### src/rtl/ring_shift_master.sv
// ring_shift_master
//   Ring-shift master: circulates a WIDTH-bit pattern through a chain of
//   serial slaves, one bit per tick. The tick is derived from clk by a
//   TICK_DIV-cycle counter. Every slave receives the same one-cycle shift
//   pulse. The returned bit is shifted back into the local pattern.
//
// Ports
//   clk         system clock, rising edge
//   rst_n       asynchronous active-low reset
//   run         1 = advance ticks, 0 = hold
//   dir         0 = shift toward MSB, 1 = shift toward LSB (sampled at shift)
//   load_valid  load request
//   load_data   pattern to load
//   load_ready  load accept (low only while shift_en is high)
//   serial_in   return bit from the last slave
//   serial_out  bit sent to the first slave
//   shift_en    per-slave shift pulse
//   leds        current pattern
//   err_flag    sticky loopback mismatch
//   err_count   saturating loopback mismatch count
//
// Build option
//   RING_LOOPBACK_CHECK_EN  when defined, each returned bit is compared
//                           with the bit sent RING_LAT shifts earlier.
//                           Without it, err_flag and err_count are tied to 0.
//
// state | meaning
// IDLE  | counter held at 0, waiting for run
// RUN   | counter advancing, ticks issued
// HOLD  | counter frozen until run returns

module ring_shift_master #(
    parameter int          WIDTH    = 8,
    parameter int          TICK_DIV = 50_000_000,
    parameter int          N_SLAVE  = 2,
    parameter int          RING_LAT = 16,
    parameter logic [31:0] INIT     = 32'd1
) (
    input  logic               clk,
    input  logic               rst_n,
    input  logic               run,
    input  logic               dir,
    input  logic               load_valid,
    input  logic [WIDTH-1:0]   load_data,
    output logic               load_ready,
    input  logic               serial_in,
    output logic               serial_out,
    output logic [N_SLAVE-1:0] shift_en,
    output logic [WIDTH-1:0]   leds,
    output logic               err_flag,
    output logic [15:0]        err_count
);

    localparam int             CW     = $clog2(TICK_DIV);
    localparam logic [CW-1:0]  TC     = CW'(TICK_DIV - 1);
    localparam logic [WIDTH-1:0] INIT_W = INIT[WIDTH-1:0];

    typedef enum logic [1:0] {S_IDLE, S_RUN, S_HOLD} state_t;

    state_t             state_q, state_d;
    logic [CW-1:0]      cnt_q, cnt_d;
    logic [N_SLAVE-1:0] shift_en_q;
    logic [WIDTH-1:0]   sr_q, sr_d;
    logic [WIDTH-1:0]   leds_q, leds_d;
    logic               sout_q, sout_d;
    logic               tick, shift, load_acc;

    assign shift      = shift_en_q[0];
    assign load_ready = ~shift;
    assign load_acc   = load_valid & load_ready;
    // An accepted load restarts the tick period, so a tick falling on the
    // load edge is dropped along with the rest of the partial period.
    assign tick       = (state_q == S_RUN) && (cnt_q == TC) && !load_acc;

    always_comb begin
        state_d = state_q;
        cnt_d   = cnt_q;
        case (state_q)
            S_IDLE: begin
                cnt_d = '0;
                if (run) state_d = S_RUN;
            end
            S_RUN: begin
                cnt_d = (cnt_q == TC) ? '0 : cnt_q + CW'(1);
                if (!run) state_d = S_HOLD;
            end
            S_HOLD: begin
                if (run) state_d = S_RUN;
            end
            default: state_d = S_IDLE;
        endcase
        if (load_acc) cnt_d = '0;
    end

    always_comb begin
        sr_d   = sr_q;
        leds_d = leds_q;
        sout_d = sout_q;
        if (load_acc) begin
            sr_d   = load_data;
            leds_d = load_data;
        end else if (shift) begin
            if (dir) begin
                sr_d   = {serial_in, sr_q[WIDTH-1:1]};
                sout_d = sr_q[0];
            end else begin
                sr_d   = {sr_q[WIDTH-2:0], serial_in};
                sout_d = sr_q[WIDTH-1];
            end
            leds_d = sr_d;
        end
    end

    always_ff @(posedge clk or negedge rst_n) begin
        if (!rst_n) begin
            state_q    <= S_IDLE;
            cnt_q      <= '0;
            shift_en_q <= '0;
            sr_q       <= INIT_W;
            leds_q     <= '0;
            sout_q     <= 1'b0;
        end else begin
            state_q    <= state_d;
            cnt_q      <= cnt_d;
            shift_en_q <= {N_SLAVE{tick}};
            sr_q       <= sr_d;
            leds_q     <= leds_d;
            sout_q     <= sout_d;
        end
    end

    assign shift_en   = shift_en_q;
    assign leds       = leds_q;
    assign serial_out = sout_q;

`ifdef RING_LOOPBACK_CHECK_EN
    localparam int WW = $clog2(RING_LAT + 1);

    // hist_q[0] is the most recently sent bit; hist_q[RING_LAT-1] is the
    // bit whose return is due at the current shift.
    logic [RING_LAT-1:0] hist_q;
    logic [WW-1:0]       warm_q;
    logic                err_flag_q;
    logic [15:0]         err_cnt_q;
    logic                mismatch;

    assign mismatch = shift && (warm_q == WW'(RING_LAT)) &&
                      (serial_in != hist_q[RING_LAT-1]);

    always_ff @(posedge clk or negedge rst_n) begin
        if (!rst_n) begin
            hist_q     <= '0;
            warm_q     <= '0;
            err_flag_q <= 1'b0;
            err_cnt_q  <= '0;
        end else if (load_acc) begin
            hist_q     <= '0;
            warm_q     <= '0;
            err_flag_q <= 1'b0;
            err_cnt_q  <= '0;
        end else if (shift) begin
            hist_q <= RING_LAT'({hist_q, sout_d});
            if (warm_q != WW'(RING_LAT)) warm_q <= warm_q + WW'(1);
            if (mismatch) begin
                err_flag_q <= 1'b1;
                if (err_cnt_q != 16'hFFFF) err_cnt_q <= err_cnt_q + 16'd1;
            end
        end
    end

    assign err_flag  = err_flag_q;
    assign err_count = err_cnt_q;
`else
    assign err_flag  = 1'b0;
    assign err_count = '0;
`endif

endmodule

### config.mk
export PLATFORM = sky130hd
export DESIGN_NAME = ring_shift_master
export DESIGN_NICKNAME = d
export VERILOG_FILES = /design/src/rtl/ring_shift_master.sv
export SDC_FILE = /design/constraint.sdc
export NUM_CORES = 1
export LEC_CHECK = 0
export CORE_ASPECT_RATIO = 1.5
export CORE_UTILIZATION = 58
export CTS_BUF_LIST = sky130_fd_sc_hd__clkbuf_8
export DETAILED_ROUTE_END_ITERATION = 8
export GPL_TIMING_DRIVEN = 1
export PLACE_DENSITY = 0.93
export SETUP_SLACK_MARGIN = 0.15
export SLEW_MARGIN = 30
export SYNTH_ARGS = -nofsm -noshare
export SYNTH_HDL_FRONTEND = slang
export SYNTH_SLANG_ARGS = --single-unit
### constraint.sdc
create_clock -name clk -period 3.3 [get_ports clk]
set_clock_uncertainty 0.05 [all_clocks]
set_input_delay 0.33 -clock clk [delete_from_list [all_inputs] [get_ports clk]]
set_output_delay 0.33 -clock clk [all_outputs]
set_load 0.03 [all_outputs]
==> impl_metrics.ini, run 1 <==
[run_status]
run_status = completed

[worst_setup_path]
slowest_delay_ns = 0.76
path_class = reg2reg
cp.required_ns = 3.47
r2r.worst_path.cells = 5
crit_chain = nand2b_1 > nand2_1 > nor2_1 > nand4_1 > o21ai_0
crit_slowest_cell = dfrtp_1
arrival_ns = 2.48
startpoint_type = flip-flop
r2r_start = shift_en[0]
reg2reg_slack_ns = 0.99
critPathCaptureType = flip-flop
reg2reg_to = cnt_q[8]
critPathMaxFanout = 22

[power]
max-vdd-ir-drop_mv = 0.315
powerDensity_mw_per_mm2 = 419
total_power_mw = 1.08
leakagePower_nw = 1.09

[detailed_routing]
first_iter_violations = 80
first_pass_iters = 5
avgRoutedWirePerCell_um = 15.4
wl_met2_mm = 2.51
drc = 0
dr_wl_met3_um = 194
drt-vias-per-instance = 5.95
drt-met1-wl_mm = 1.82
highest_layer = met4
vias = 1785
wl_mm = 4.63
ant_nets = 0

[synth]
syn_area_mm2 = 0.00232
synth_edf_count = 0
yosysUniqueCellTypes = 44
synth-seq-cells = 39
synth_seq_area_share = 0.421
synth_ff_type = dfrtp_1
synth_cells = 239
avgSynthCellArea_um2 = 9.72
yosys_warnings = 0
synthArstFlopShare = 1.00

[sta]
rsz0062_at_grt = no
fin_crit_ns = 2.31
relSlewSlack = 0.428
setup_tns_ns = 0
setup_viol = 0
final-hold-violation-count = 0
tightestPinTransition_ns = 0.859
maxSlewViolCount = 0
fin_crit_sh = 0.700
fmax_ghz = 0.433

[floorplan]
ios = 43
core_region_area_mm2 = 0.00375
fp.dieH_um = 79.5
start_util = 0.620
die_area_mm2 = 0.00427
rows = 27
die_w_um = 53.7

[cts]
clock_path_buffers = 2
ctsHtreeMaxLevel = 2
postCtsSetupBuffers = 0
numCtsBuffers = 5
cts-root-buf = clkbuf_8
clk_pin_slew_worst_paths_ns = 0.08
cts_sinks = 39
cts_resized = 0
clkLatencyLatePin_ns = 0.30
cts_tree = built
hold_buffers = 0

[hold_path]
hold_path_class = in2async

[finish]
syn_to_final_growth_pct = 11.1
drive_gt1_frac = 0.101
mostFrequentLayoutCells = dfrtp_1 (38), nor2_1 (24), clkdlybuf4s50_1 (24)
final_common_cell = dfrtp_1
diodes = 0
fin_nets = 271

[run]
max-cap-violations = 0

[grt]
grt_max_degree = 40
grt_util_all_layers = 0.241
grt_pass1_vias = 1726
grt_pass1_wl_mm = 7.49
antenna_found_initial = 0
grt_overflow = 0

[placement]
portBuffers = 25
place_congestion = 0.844
hpwl_mm = 3.19
-- how the worst max path moves through the flow --
stage | to | cells past startpoint | slack (ns) | startpoint
3_5_place_dp | cnt_q[23] | 7 | 0.80 | load_valid
2_1_floorplan | cnt_q[9] | 6 | 1.37 | cnt_q[11]
6_report | cnt_q[8] | 5 | 0.99 | shift_en[0]
4_1_cts | cnt_q[23] | 5 | 1.02 | shift_en[0]
3_3_place_gp | cnt_q[25] | 7 | 0.88 | load_valid
5_1_grt | cnt_q[8] | 5 | 0.74 | shift_en[0]
-- power breakdown --
group,switching [mW],leakage [nW],internal (mW),total [mW]
clock,0.168,0.0612,0.245,0.412
sequential,0.0217,0.518,0.494,0.516
combinational,0.0970,0.508,0.0564,0.153
-- per-layer routing --
metal | GRT usage | vias up
li1 | - | 835
met1 | 0.265 | 881
met2 | 0.412 | 62
met3 | 0.0514 | 7
met4 | 0.132 | 0
met5 | 0 | -
-- cells by family (layout without fill, tap and decap cells) --
logic type / after synthesis / count (layout) / share of synthesized area
compound gates: 41 / 41 / 0.134
xor+xnor: 17 / 17 / 0.0641
fa+ha+maj: 1 / 1 / 0.00538
buf+inv: 35 / 37 / 0.104
flops: 39 / 39 / 0.421
mux: 9 / 9 / 0.0388
other cells: 1 / 17 / 0.00161
simple gates: 96 / 96 / 0.231
-- registers in the layout (all words and copies together), names as in the netlist --
name / count
state_q: 2
cnt_q: 26
shift_en: 1
serial_out: 1
leds: 1
sr_q: 8
-- synthesized netlist by cell type, drive strengths merged, types with 3 or more instances --
| cell | count | area (um^2) |
|---|---|---|
| a21oi | 10 | 50.1 |
| nand2 | 17 | 63.8 |
| nor2b | 8 | 50.1 |
| a211oi | 7 | 52.6 |
| nand4 | 8 | 56.3 |
| xor2 | 14 | 123 |
| xnor2 | 3 | 26.3 |
| nor4 | 4 | 40.0 |
| or4 | 3 | 26.3 |
| clkbuf | 6 | 32.5 |
| a31oi | 11 | 83.8 |
| mux2i | 9 | 90.1 |
| buf | 26 | 199 |
| nor2 | 26 | 116 |
| o21ai | 6 | 30.0 |
| inv | 3 | 11.3 |
| dfrtp | 38 | 951 |
| and3 | 5 | 32.5 |
| nand3 | 14 | 75.1 |
-- per-stage QoR --
stage               instances  area [um^2]  setup WS, ns  utilization  hold slack (ns)
finish                    300         2580         0.991        0.689           0.0852
global route              300         2580         0.739        0.689            0.145
CTS                       300         2580          1.02        0.687            0.110
detailed placement        292         2460         0.796        0.656            0.431
global placement          292         2460         0.881        0.656            0.426
floorplan                 255         2380          1.37            -          -0.0156
-- critical path: cells and delay by family, from the launching register on --
family | cells | cell delay, ns
compound gates | 1 | 0.17
flops | 1 | 0.76
simple gates | 4 | 1.25
-- layout make-up --
type | count | area [um^2]
tap | 43 | 53.8
sequential | 39 | 977
clock buffer | 6 | 82.6
multi-input combinational | 181 | 1170
clock inverter | 2 | 35.0
fill | 286 | 1170
inverter | 3 | 11.3
timing repair buffer | 26 | 253
No activity file was read; power rests on OpenSTA's default activity.
==> inputs of run 2 (changes only) <==
- CORE_UTILIZATION: 58 -> 49
- PLACE_DENSITY: 0.93 -> 0.85
- clock period: 3.3 -> 1.9 ns (I/O delays scaled with it)
==> impl_metrics.ini, run 2 (synthesized netlist as in run 1, its figures left out) <==
[grt]
grt_util_all_layers = 0.209
grt_max_degree = 25
grt_pass1_wl_mm = 8.20
grt_pass1_vias = 1883
grt_overflow = 0
antenna_found_initial = 0

[power]
powerDensity_mw_per_mm2 = 634
max-vdd-ir-drop_mv = 0.292
total_power_mw = 1.75
leakagePower_nw = 1.19

[run]
max-cap-violations = 0

[cts]
clock_path_buffers = 2
clkLatencyLatePin_ns = 0.29
cts_tree = built
numCtsBuffers = 5
clk_pin_slew_worst_paths_ns = 0.08
ctsHtreeMaxLevel = 2
cts-root-buf = clkbuf_8
cts_sinks = 39

[sta]
final-hold-violation-count = 0
fin_crit_sh = 0.998
relSlewSlack = 0.634
rsz0062_at_grt = yes
fin_crit_ns = 1.90
setup_viol = 0
setup_tns_ns = 0
maxSlewViolCount = 0
tightestPinTransition_ns = 0.550
fmax_ghz = 0.528

[detailed_routing]
drt-vias-per-instance = 5.33
wl_mm = 4.58
avgRoutedWirePerCell_um = 13.5
first_iter_violations = 111
first_pass_iters = 4
drc = 0
vias = 1813
ant_nets = 0

[worst_setup_path]
cp.required_ns = 2.01
path_class = reg2reg
critPathCaptureType = flip-flop
startpoint_type = flip-flop
critPathMaxFanout = 16
arrival_ns = 2.01

[finish]
fin_nets = 290
final_cells = 340
diodes = 0
largest_reg_flops = 26
largestRegisters = cnt_q (26), sr_q (8), state_q (2)
top_register = cnt_q
fill_cells = 350
final_common_cell = dfrtp_1
drive_gt1_frac = 0.167
mostFrequentLayoutCells = dfrtp_1 (37), nor2_1 (24), clkdlybuf4s50_1 (21)
syn_to_final_growth_pct = 18.8
stdcell_area_mm2 = 0.00276

[placement]
hpwl_mm = 3.35
portBuffers = 25
place_inst = 330
place_area_mm2 = 0.00265
place_congestion = 0.816

[floorplan]
rows = 30
start_util = 0.512
die_w_um = 58.2
core_region_area_mm2 = 0.00454
die_area_mm2 = 0.00503
fp.dieH_um = 86.3
ios = 43

[hold_path]
hold_path_class = in2async

[run_status]
run_status = completed
==> run 2: cell types whose count changed in the layout (fill, tap and decap cells not counted), moves of 2 or more <==
cell,before,now
o21ai_1,0,2
dlygate4sd2_1,0,3
buf_4,1,18
o21ai_0,6,4
clkdlybuf4s50_1,24,21
==> run 2: critical path: stages, from the launching register on <==
cell and delay [ns]:
dfrtp_1 0.41, or4_4 0.59, nor4_4 0.19, a31oi_4 0.19, nor2_8 0.25, nor2_1 0.09
==> run 2: where the power goes <==
| group | switching, mW | total, mW | leakage, nW | internal, mW |
|---|---|---|---|---|
| Sequential | 0.0310 | 0.889 | 0.516 | 0.858 |
| Clock | 0.281 | 0.568 | 0.0524 | 0.288 |
| Combinational | 0.179 | 0.295 | 0.622 | 0.116 |
| Total | 0.490 | 1.75 | 1.19 | 1.26 |
==> run 2: layout make-up <==
cell class | count | area, um^2 | share of cell area
Tap cell | 64 | 80.1 | 0.0290
Clock inverter | 2 | 8.76 | 0.00317
Timing Repair Buffer | 45 | 407 | 0.147
Inverter | 3 | 11.3 | 0.00408
Clock buffer | 6 | 82.6 | 0.0299
Sequential cell | 39 | 978 | 0.354
Multi-Input combinational cell | 181 | 1190 | 0.432
==> run 2: metal layers <==
metal,global-route usage,vias to the layer above,wire length (um)
met3,0.0358,12,169
li1,-,876,-
met2,0.363,66,2350
met5,0,-,0
met4,0.121,0,122
met1,0.236,859,1930
==> run 2: stage by stage <==
stage | utilization | setup WS, ns | hold slack [ns]
2_1_floorplan | - | 0.0612 | -0.156
3_3_place_gp | 0.583 | 0.0133 | 0.152
3_5_place_dp | 0.583 | -0.0222 | 0.166
4_1_cts | 0.608 | -0.0157 | 0.392
5_1_grt | 0.608 | -0.107 | 0.416
6_report | 0.608 | 0.00440 | 0.378
==> run 2: path summary, 6_finish.rpt <==
path | start | endpoint | slack [ns] | cells after the start
min in group clk | run | state_q[1] | 0.40 | 2
setup / recovery | cnt_q[8] | cnt_q[23] | 0.004 | 5
hold reg to reg | leds[0] | leds[0] | 0.44 | 1
hold / removal | rst_n | sr_q[3] | 0.38 | 2
setup reg to reg | cnt_q[8] | cnt_q[23] | 0.004 | 5
max in group asynchronous | rst_n | cnt_q[15] | 0.93 | 3
==> run 2: timing repair <==
item | in CTS | in global routing
buffers inserted | 1 | 0
setup endpoints to repair | 27 | 26
endpoints found under the hold margin | 22 | 0
pin swaps | 2 | 2
cloned | 0 | 0
hold buffers | 1 | 0
resized for setup | 6 | 1
==> inputs of run 3 (changes only) <==
- CTS_BUF_LIST: sky130_fd_sc_hd__clkbuf_8 -> sky130_fd_sc_hd__clkbuf_4
==> impl_metrics.ini, run 3 (synthesized netlist as in run 1, its figures left out) <==
[power]
max-vdd-ir-drop_mv = 0.338
leakagePower_nw = 1.21
powerDensity_mw_per_mm2 = 584

[placement]
place_inst = 330
portBuffers = 25
hpwl_mm = 3.35
place_congestion = 0.816
pre_cts_ws_ns = -0.0222

[sta]
fmax_ghz = 0.511
final-hold-violation-count = 0
maxSlewViolCount = 0
fin_crit_sh = 1.03
setup_viol = 9
tightestPinTransition_ns = 0.547
fin_crit_ns = 1.96
relSlewSlack = 0.635
rsz0062_at_grt = yes
fin_ws_ns = -0.0560

[grt]
grt_pass1_vias = 1809
grt_pass1_wl_mm = 8.16
grt_util_all_layers = 0.206
grt_overflow = 0
grt_max_degree = 25
antenna_found_initial = 0

[run_status]
run_status = finished with violations
violations = negative setup slack

[floorplan]
fp.dieH_um = 86.3
core_region_area_mm2 = 0.00454
rows = 30
start_util = 0.512
ios = 43
die_w_um = 58.2
die_area_mm2 = 0.00503

[cts]
clock_path_buffers = 2
numCtsBuffers = 5
clk_pin_slew_worst_paths_ns = 0.13
cts_tree = built
cts-root-buf = clkbuf_4
clkLatencyLatePin_ns = 0.35
cts_sinks = 39
ctsHtreeMaxLevel = 2

[finish]
fin_nets = 291
top_register = cnt_q
final_common_cell = dfrtp_1
final_cells = 341
drive_gt1_frac = 0.191
syn_to_final_growth_pct = 18.5
largest_reg_flops = 26
mostFrequentLayoutCells = dfrtp_1 (37), nor2_1 (18), buf_4 (18)
largestRegisters = cnt_q (26), sr_q (8), state_q (2)
diodes = 0

[worst_setup_path]
crit_chain = or4_4 > nor4_4 > a31oi_4 > nor2_4 > nor2_1
r2r_start = cnt_q[8]
critPathCaptureType = flip-flop
critPathMaxFanout = 8
worst-path-buf-inv = 0
cp.required_ns = 2.07
crit_slowest_cell = or4_4
startpoint_type = flip-flop
cp-startpoint = cnt_q[8]
arrival_ns = 2.12
path_class = reg2reg
slowest_delay_ns = 0.59
crit_family = simple AND/OR/NAND/NOR gates

[hold_path]
hold_path_class = in2async

[detailed_routing]
avgRoutedWirePerCell_um = 13.5
first_iter_violations = 92
ant_nets = 0
drt-vias-per-instance = 5.34
vias = 1822
highest_layer = met4
wl_mm = 4.61
dr_wl_met3_um = 202
drt-met1-wl_mm = 1.93
first_pass_iters = 4
wl_met2_mm = 2.38
drc = 0

[run]
max-cap-violations = 0
-- run 3: routing by layer --
metal / track usage / up-vias
li1: - / 884
met1: 0.249 / 860
met2: 0.351 / 69
met3: 0.0358 / 9
met4: 0.0996 / 0
met5: 0 / -
-- run 3: what timing repair did --
action / 4_1_cts / 5_1_grt
hold buffers: 1 / 0
buffers inserted: 0 / 1
hold endpoints to repair: 22 / 0
pin swaps: 10 / 3
gates cloned: 1 / 0
setup endpoints to repair: 27 / 30
gates resized for setup: 7 / 8
-- run 3: report_power, final --
part	switching [mW]	leakage (nW)	total, mW	internal, mW
logic	0.186	0.664	0.301	0.116
registers	0.0309	0.516	0.889	0.858
clock network	0.265	0.0331	0.419	0.154
total	0.482	1.21	1.61	1.13
-- run 3: area by class of cell --
class,instances,area [um^2]
clock buffers,6,45.0
clock inverters,2,8.76
fillers,356,1790
inverters,3,11.3
multi-input cells,182,1210
flip-flops and latches,39,978
well taps,64,80.1
repair buffers,45,417
-- run 3: final timing paths --
| path | depth (start not counted) | to | slack (ns) |
|---|---|---|---|
| worst max register to register | 5 | cnt_q[20] | -0.06 |
| min in group clk | 2 | state_q[1] | 0.34 |
| worst min register to register | 1 | leds[0] | 0.45 |
| max in group asynchronous | 3 | cnt_q[11] | 1.00 |
| worst max-delay path | 5 | cnt_q[20] | -0.06 |
| worst min-delay path | 2 | sr_q[3] | 0.31 |
-- run 3: through the flow --
step            util  power (mW)  hold slack [ns]  TNS, ns  area (um^2)
2_1_floorplan      -        1.13           -0.156        0         2400
3_3_place_gp   0.583        1.19            0.152        0         2650
3_5_place_dp   0.583        1.20            0.166   -0.133         2650
4_1_cts        0.600        1.63            0.324   -0.117         2730
5_1_grt        0.606        1.69            0.335    -1.62         2750
6_report       0.606        1.61            0.309   -0.348         2750
